[src/rtl/mem_lsu_pkg.sv]
// Shared encodings for the MEM-stage load/store unit: funct3 codes, FSM states,
// default data-memory depth and the request legality check.
package mem_lsu_pkg;

  localparam int MEM_AW_DEF = 10;

  localparam logic [2:0] F3_B  = 3'd0;  // LB / SB
  localparam logic [2:0] F3_H  = 3'd1;  // LH / SH
  localparam logic [2:0] F3_W  = 3'd2;  // LW / SW
  localparam logic [2:0] F3_BU = 3'd4;  // LBU
  localparam logic [2:0] F3_HU = 3'd5;  // LHU

  typedef enum logic [2:0] {
    ST_IDLE = 3'd0,
    ST_RD   = 3'd1,
    ST_CAP  = 3'd2,
    ST_WR   = 3'd3,
    ST_RESP = 3'd4
  } lsu_state_e;

  typedef struct packed {
    logic        load;
    logic [2:0]  f3;
    logic [1:0]  lane;
    logic [31:0] wdata;
    logic [4:0]  rd;
  } lsu_req_t;

  // Illegal funct3 or misaligned access; such requests never touch memory.
  function automatic logic req_bad(logic load, logic [2:0] f3, logic [1:0] lane);
    logic ill, mis;
    ill = load ? (f3 == 3'd3 || f3 == 3'd6 || f3 == 3'd7) : (f3 >= 3'd3);
    mis = (f3[1:0] == 2'd1 && lane[0]) || (f3[1:0] == 2'd2 && lane != 2'd0);
    return ill | mis;
  endfunction

endpackage

[src/rtl/mem_lsu_if.sv]
// EX request, data-memory and WB response bundle of the load/store unit.
interface mem_lsu_if
  import mem_lsu_pkg::*;
#(
  parameter int ADDR_W = 32,
  parameter int MEM_AW = MEM_AW_DEF
);
  logic              req_valid, req_ready, req_load;
  logic [2:0]        req_funct3;
  logic [ADDR_W-1:0] req_addr;
  logic [31:0]       req_wdata;
  logic [4:0]        req_rd;
  logic              mem_rd_en, mem_wr_en;
  logic [MEM_AW-1:0] mem_rd_addr, mem_wr_addr;
  logic [31:0]       mem_rd_data, mem_wr_data;
  logic              rsp_valid, rsp_ready, rsp_wb, rsp_err;
  logic [4:0]        rsp_rd;
  logic [31:0]       rsp_data;

  modport slave (
    input  req_valid, req_load, req_funct3, req_addr, req_wdata, req_rd, mem_rd_data, rsp_ready,
    output req_ready, mem_rd_en, mem_rd_addr, mem_wr_en, mem_wr_addr, mem_wr_data,
           rsp_valid, rsp_wb, rsp_rd, rsp_data, rsp_err
  );
  modport master (
    output req_valid, req_load, req_funct3, req_addr, req_wdata, req_rd, mem_rd_data, rsp_ready,
    input  req_ready, mem_rd_en, mem_rd_addr, mem_wr_en, mem_wr_addr, mem_wr_data,
           rsp_valid, rsp_wb, rsp_rd, rsp_data, rsp_err
  );
endinterface

[src/rtl/mem_lsu_align.sv]
// Load extract/extend and sub-word store merge into the previously read word.
module lsu_align
  import mem_lsu_pkg::*;
(
  input  logic [2:0]  i_funct3,
  input  logic [1:0]  i_lane,
  input  logic [31:0] i_rdata,
  input  logic [31:0] i_wdata,
  output logic [31:0] o_load,
  output logic [31:0] o_store
);
  logic [7:0]  w_byte;
  logic [15:0] w_half;

  always_comb begin
    w_byte = i_rdata[{i_lane, 3'b000} +: 8];
    w_half = i_lane[1] ? i_rdata[31:16] : i_rdata[15:0];
    case (i_funct3)
      F3_B:    o_load = {{24{w_byte[7]}}, w_byte};
      F3_BU:   o_load = {24'd0, w_byte};
      F3_H:    o_load = {{16{w_half[15]}}, w_half};
      F3_HU:   o_load = {16'd0, w_half};
      default: o_load = i_rdata;
    endcase
    o_store = i_rdata;
    case (i_funct3)
      F3_B:    o_store[{i_lane, 3'b000} +: 8] = i_wdata[7:0];
      F3_H:    o_store[{i_lane[1], 4'b0000} +: 16] = i_wdata[15:0];
      default: o_store = i_wdata;
    endcase
  end
endmodule

[src/rtl/mem_lsu.sv]
// MEM-stage load/store unit: one request in flight, RMW for SB/SH because the
// data memory has no byte strobes.
module mem_lsu
  import mem_lsu_pkg::*;
#(
  parameter int ADDR_W = 32,
  parameter int DATA_W = 32,
  parameter int MEM_AW = MEM_AW_DEF
) (
  input  logic      clk,
  input  logic      rst,
  mem_lsu_if.slave  bus
);
  lsu_state_e        r_state;
  lsu_req_t          r_req;
  logic [MEM_AW-1:0] r_widx;
  logic [DATA_W-1:0] r_wword, r_rdata;
  logic              r_err, r_wb;

  logic [ADDR_W-1:0] w_addr;
  logic              w_bad, w_unused;
  logic [31:0]       w_load, w_store;
  logic              w_rd, w_wr, w_resp;

  assign w_addr   = bus.req_addr;
  assign w_unused = ^w_addr[ADDR_W-1:MEM_AW+2];
  assign w_bad    = req_bad(bus.req_load, bus.req_funct3, w_addr[1:0]);

  lsu_align u_align (
    .i_funct3 (r_req.f3),
    .i_lane   (r_req.lane),
    .i_rdata  (bus.mem_rd_data),
    .i_wdata  (r_req.wdata),
    .o_load   (w_load),
    .o_store  (w_store)
  );

  always_ff @(posedge clk) begin
    if (rst) begin
      r_state <= ST_IDLE;
      r_req   <= '0;
      r_widx  <= '0;
      r_wword <= '0;
      r_rdata <= '0;
      r_err   <= 1'b0;
      r_wb    <= 1'b0;
    end else begin
      case (r_state)
        ST_IDLE: if (bus.req_valid) begin
          r_req   <= '{load: bus.req_load, f3: bus.req_funct3, lane: w_addr[1:0],
                       wdata: bus.req_wdata, rd: bus.req_rd};
          r_widx  <= w_addr[MEM_AW+1:2];
          r_wword <= bus.req_wdata;
          r_rdata <= '0;
          r_err   <= w_bad;
          r_wb    <= 1'b0;
          if (w_bad)                                      r_state <= ST_RESP;
          else if (!bus.req_load && bus.req_funct3 == F3_W) r_state <= ST_WR;
          else                                            r_state <= ST_RD;
        end
        ST_RD:  r_state <= ST_CAP;
        ST_CAP: if (r_req.load) begin
          r_rdata <= w_load;
          r_wb    <= 1'b1;
          r_state <= ST_RESP;
        end else begin
          r_wword <= w_store;
          r_state <= ST_WR;
        end
        ST_WR:   r_state <= ST_RESP;
        ST_RESP: if (bus.rsp_ready) r_state <= ST_IDLE;
        default: r_state <= ST_IDLE;
      endcase
    end
  end

  // Everything is forced low while rst is high, even before the registers clear.
  assign w_rd   = !rst && r_state == ST_RD;
  assign w_wr   = !rst && r_state == ST_WR;
  assign w_resp = !rst && r_state == ST_RESP;

  assign bus.req_ready   = !rst && r_state == ST_IDLE;
  assign bus.mem_rd_en   = w_rd;
  assign bus.mem_rd_addr = w_rd ? r_widx : '0;
  assign bus.mem_wr_en   = w_wr;
  assign bus.mem_wr_addr = w_wr ? r_widx : '0;
  assign bus.mem_wr_data = w_wr ? r_wword : '0;
  assign bus.rsp_valid   = w_resp;
  assign bus.rsp_wb      = w_resp & r_wb;
  assign bus.rsp_err     = w_resp & r_err;
  assign bus.rsp_rd      = w_resp ? r_req.rd : '0;
  assign bus.rsp_data    = w_resp ? r_rdata : '0;
endmodule

[src/flat_wrapper.sv]
// flat-port wrapper written by rule: the top's interface ports become plain ports
module mem_lsu_flat import mem_lsu_pkg::*;
#(
  parameter int ADDR_W = 32,
  parameter int DATA_W = 32,
  parameter int MEM_AW = MEM_AW_DEF
)
  (clk, rst, bus_req_valid, bus_req_load, bus_req_funct3, bus_req_addr, bus_req_wdata, bus_req_rd, bus_mem_rd_data, bus_rsp_ready, bus_req_ready, bus_mem_rd_en, bus_mem_rd_addr, bus_mem_wr_en, bus_mem_wr_addr, bus_mem_wr_data, bus_rsp_valid, bus_rsp_wb, bus_rsp_rd, bus_rsp_data, bus_rsp_err);
  mem_lsu_if #(.ADDR_W(ADDR_W), .MEM_AW(MEM_AW)) bus_i ();
  input  logic clk;
  input  logic rst;
  input wire logic [$bits(bus_i.req_valid)-1:0] bus_req_valid;
  input wire logic [$bits(bus_i.req_load)-1:0] bus_req_load;
  input wire logic [$bits(bus_i.req_funct3)-1:0] bus_req_funct3;
  input wire logic [$bits(bus_i.req_addr)-1:0] bus_req_addr;
  input wire logic [$bits(bus_i.req_wdata)-1:0] bus_req_wdata;
  input wire logic [$bits(bus_i.req_rd)-1:0] bus_req_rd;
  input wire logic [$bits(bus_i.mem_rd_data)-1:0] bus_mem_rd_data;
  input wire logic [$bits(bus_i.rsp_ready)-1:0] bus_rsp_ready;
  output wire logic [$bits(bus_i.req_ready)-1:0] bus_req_ready;
  output wire logic [$bits(bus_i.mem_rd_en)-1:0] bus_mem_rd_en;
  output wire logic [$bits(bus_i.mem_rd_addr)-1:0] bus_mem_rd_addr;
  output wire logic [$bits(bus_i.mem_wr_en)-1:0] bus_mem_wr_en;
  output wire logic [$bits(bus_i.mem_wr_addr)-1:0] bus_mem_wr_addr;
  output wire logic [$bits(bus_i.mem_wr_data)-1:0] bus_mem_wr_data;
  output wire logic [$bits(bus_i.rsp_valid)-1:0] bus_rsp_valid;
  output wire logic [$bits(bus_i.rsp_wb)-1:0] bus_rsp_wb;
  output wire logic [$bits(bus_i.rsp_rd)-1:0] bus_rsp_rd;
  output wire logic [$bits(bus_i.rsp_data)-1:0] bus_rsp_data;
  output wire logic [$bits(bus_i.rsp_err)-1:0] bus_rsp_err;
  assign bus_i.req_valid = bus_req_valid;
  assign bus_i.req_load = bus_req_load;
  assign bus_i.req_funct3 = bus_req_funct3;
  assign bus_i.req_addr = bus_req_addr;
  assign bus_i.req_wdata = bus_req_wdata;
  assign bus_i.req_rd = bus_req_rd;
  assign bus_i.mem_rd_data = bus_mem_rd_data;
  assign bus_i.rsp_ready = bus_rsp_ready;
  assign bus_req_ready = bus_i.req_ready;
  assign bus_mem_rd_en = bus_i.mem_rd_en;
  assign bus_mem_rd_addr = bus_i.mem_rd_addr;
  assign bus_mem_wr_en = bus_i.mem_wr_en;
  assign bus_mem_wr_addr = bus_i.mem_wr_addr;
  assign bus_mem_wr_data = bus_i.mem_wr_data;
  assign bus_rsp_valid = bus_i.rsp_valid;
  assign bus_rsp_wb = bus_i.rsp_wb;
  assign bus_rsp_rd = bus_i.rsp_rd;
  assign bus_rsp_data = bus_i.rsp_data;
  assign bus_rsp_err = bus_i.rsp_err;
  mem_lsu #(.ADDR_W(ADDR_W), .DATA_W(DATA_W), .MEM_AW(MEM_AW)) u_core (.clk(clk), .rst(rst), .bus(bus_i));
endmodule
[config.mk]
export PLATFORM = sky130hd
export DESIGN_NAME = mem_lsu_flat
export DESIGN_NICKNAME = d
export VERILOG_FILES = /design/src/rtl/mem_lsu_pkg.sv /design/src/rtl/mem_lsu_if.sv /design/src/rtl/mem_lsu_align.sv /design/src/rtl/mem_lsu.sv /design/src/flat_wrapper.sv
export SDC_FILE = /design/constraint.sdc
export NUM_CORES = 1
export LEC_CHECK = 0
export CORE_MARGIN = 1
export CORE_UTILIZATION = 30
export CTS_CLUSTER_DIAMETER = 30
export DETAILED_ROUTE_END_ITERATION = 16
export GPL_TIMING_DRIVEN = 0
export PLACE_DENSITY = 0.61
export SYNTH_ARGS = -nofsm -noshare
export SYNTH_HDL_FRONTEND = slang
export SYNTH_HIERARCHICAL = 1
export SYNTH_SLANG_ARGS = --single-unit
[constraint.sdc]
create_clock -name clk -period 2.2 [get_ports clk]
set_clock_uncertainty 0.05 [all_clocks]
set_input_delay 0.22 -clock clk [delete_from_list [all_inputs] [get_ports clk]]
set_output_delay 0.22 -clock clk [all_outputs]
set_load 0.02 [all_outputs]
==> impl_metrics.ini <==
[run_status]
status = finished, final reports clean

[logic_synthesis]
synth_top_area_cell = dfxtp_1
yosysSeqAreaShare_pct = 33.22
synth_top_family_by_area = simple AND/OR/NAND/NOR gates
ys_types = 63
synth_compound_area_share_pct = 25.58
muxShareOfSynthArea_pct = 2.366
synthSimpleGateAreaFrac_pct = 29.65
synth_fa_ha_area_share_pct = 0.8509
ys_top_cells_by_area = dfxtp_1 (33%), nand2_1 (9.7%), and2_1 (7.8%), a21oi_1 (6.9%), a221oi_1 (5.6%)
synthArstFlopShare_pct = 0
syn_inst = 999
synthFlopType = dfxtp_1
syn_nets = 1113
ys_warn_count = 6
ys_seq_elements = 122
post_synth_xor_area_fraction_pct = 0
syn_area_um2 = 7352
avgSynthCellArea_um2 = 7.359
synth_edf_count = 0
synthDominantCellAreaShare_pct = 33.22

[setup_path]
endpoint = u_core/r_wword[14]
critical_path.startpoint = u_core/r_req[38]
reg2regPathDepth = 9
rrSetupSlack_ns = 0.04
critPathLaunchType = register
required_ns = 2.48
r2r_start = u_core/r_req[38]
r2r-end = u_core/r_wword[14]
cp_data_arrival_time_ns = 2.44
endpoint_kind = register
critPathKind = reg2reg
critPathMaxFanout = 8

[clock_tree]
cts.sinks = 122
htreeDepth = 4
clk_latency_ns = 0.43
clockBufferDepth = 2
path_clk_slew_ns = 0.05
root_buffer = clkbuf_16
cts_buffers = 17
holdBufCountCts = 0
cts_tree = built

[placement]
port_buffers = 181
post-place-ws_ns = -0.8963
hpwlAfterDp_mm = 21.90
gp_congestion = 0.9373
dpl-instance-area_um2 = 9563

[sta]
slew_headroom_pct = 52.40
slew_violations = 0
period_share_pct = 98.34
setup_viol = 0
worst-slew-pin-transition_ns = 0.7140
final.min_clock_period_ns = 2.163
max_freq_mhz = 462.2
final_hold_viol_count = 0
rsz0062_at_grt = true
fin_ws_ns = 0.03653
hold_slack_ns = 0.2486
fin_tns_setup_ns = 0

[grt]
grtUsageMet3_pct = 5.280
antenna_found_initial = 2
grt_busiest_layer = met2
grt.total_usage_pct = 23.46
use_met2_pct = 36.40
grt_max_degree = 17
grt-ovfl-total = 0
grt_pass1_vias = 7692
grt_util_met1_pct = 31.44
grt_pass1_wl_mm = 44.08

[detailed_routing]
remaining_drc_errors = 0
wl_mm = 29.42
ant_nets = 0
drtIter0Drc = 905
num_vias = 8225
post_drt_wl_per_cell_um = 19.07
drt-pass1-iter-count = 5
avgViaCountPerCell = 5.331

[cells_and_area]
fin_area_um2 = 10370
final_cell_mix = nand2_1 (190), dfxtp_1 (119), a21oi_1 (102), and2_1 (90), clkdlybuf4s50_1 (86)
regArea_um2 = 2451
final.fill_count = 2448
num_antenna_cells = 0
area_growth_pct = 41.05
layout-drive-gt1-share_pct = 20.26
layout.nets = 1325
multi_input_area_um2 = 4594
final_common_cell = nand2_1

[hold_path]
hold_path.class = in2reg
worstHoldPathCells = 3

[die]
die_area_um2 = 25140
chipWidth_um = 158.5
core_area_um2 = 23750
start_util_pct = 30.95
die_y_um = 158.5
std_cell_rows = 56
num_io_pins = 204

[job]
drv_cap = 0

[pwr]
p_leak_uw = 0.004069
power_density_nw_per_um2 = 724.3
finalPower_uw = 7511
peakVddDrop_v = 0.0004152
## flip-flops by register name, summed over array words and instances (netlist names)
name            cells
u_core/r_state      3
u_core/r_wword     32
u_core/r_rdata     32
u_core/r_widx      10
u_core/r_wb         1
u_core/r_err        1
u_core/r_req       43
## worst max-delay path: stages, from the launching register on
cell and delay, ns:
dfxtp_4 0.36, clkinvlp_4 0.15, ha_4 0.36, nand2b_4 0.09, nor3_4 0.13, buf_6 0.16
a221oi_2 0.07, a211oi_2 0.32, o2bb2ai_1 0.13, a221oi_1 0.25
## area by class of cell
cell class                      count  area share, %
Multi-Input combinational cell    745          44.31
Sequential cell                   122          23.64
Timing Repair Buffer              195          15.60
Buffer                             91          5.007
Clock buffer                       25          4.681
Tap cell                          319          3.849
Inverter                           39          1.593
Clock inverter                      7          1.327
## cell families (layout without fill, tap and decap cells)
family,Yosys count,in the layout
muxes,17,17
and+or+nand+nor,455,455
DFF,122,122
AOI/OAI and AO/OA,268,268
adders and majority gates,5,5
buffers and inverters,132,357
## worst min path at each step
stage                    startpoint                 end  slack (ns)
floorplan             bus_req_rd[0]     u_core/r_req[0]        0.31
global placement    u_core/r_req[2]     u_core/r_req[2]        0.39
detailed placement     u_core/r_err        u_core/r_err        0.40
CTS                   bus_req_valid  u_core/r_wword[16]        0.24
global route          bus_req_valid  u_core/r_wword[15]        0.27
finish                bus_req_valid  u_core/r_wword[15]        0.25
## stage by stage
step           cells  util [%]
2_1_floorplan    999         -
3_3_place_gp    1499     40.26
3_5_place_dp    1499     40.26
4_1_cts         1540     43.17
5_1_grt         1543     43.66
6_report        1543     43.66
## per-layer routing
| metal | wire length, um | vias up |
|---|---|---|
| li1 | - | 3912 |
| met4 | 862 | 2 |
| met2 | 13330 | 374 |
| met5 | 13 | - |
| met3 | 2118 | 64 |
| met1 | 13100 | 3873 |
## power by group
| part | switching [uW] | leakage, uW | internal, uW | total (uW) |
|---|---|---|---|---|
| Sequential | 132 | 0.00100 | 2390 | 2520 |
| Clock | 1030 | 0.000301 | 1980 | 3010 |
| Combinational | 1180 | 0.00277 | 800 | 1980 |
| Total | 2340 | 0.00407 | 5170 | 7510 |
## Yosys cell counts (all sizes together), types with 3 or more instances
master / count
nor2b: 5
mux2i: 14
a221o: 10
inv: 37
nor3: 18
a221oi: 47
mux2: 3
or3: 7
ha: 5
nand2: 190
a22o: 8
nor2: 79
a22oi: 3
and3: 9
o21ai: 26
and2: 92
nand3: 34
buf: 43
clkbuf: 50
nand2b: 9
a211oi: 15
o2bb2ai: 34
o221a: 7
dfxtp: 122
a21oi: 103
## timing repair
action | in CTS | in global routing
setup buffers | 10 | 4
endpoints found under the setup margin | 128 | 118
pin swaps | 8 | 26
resized for setup | 299 | 123
Note: power is estimated with default switching activity, not from simulation.
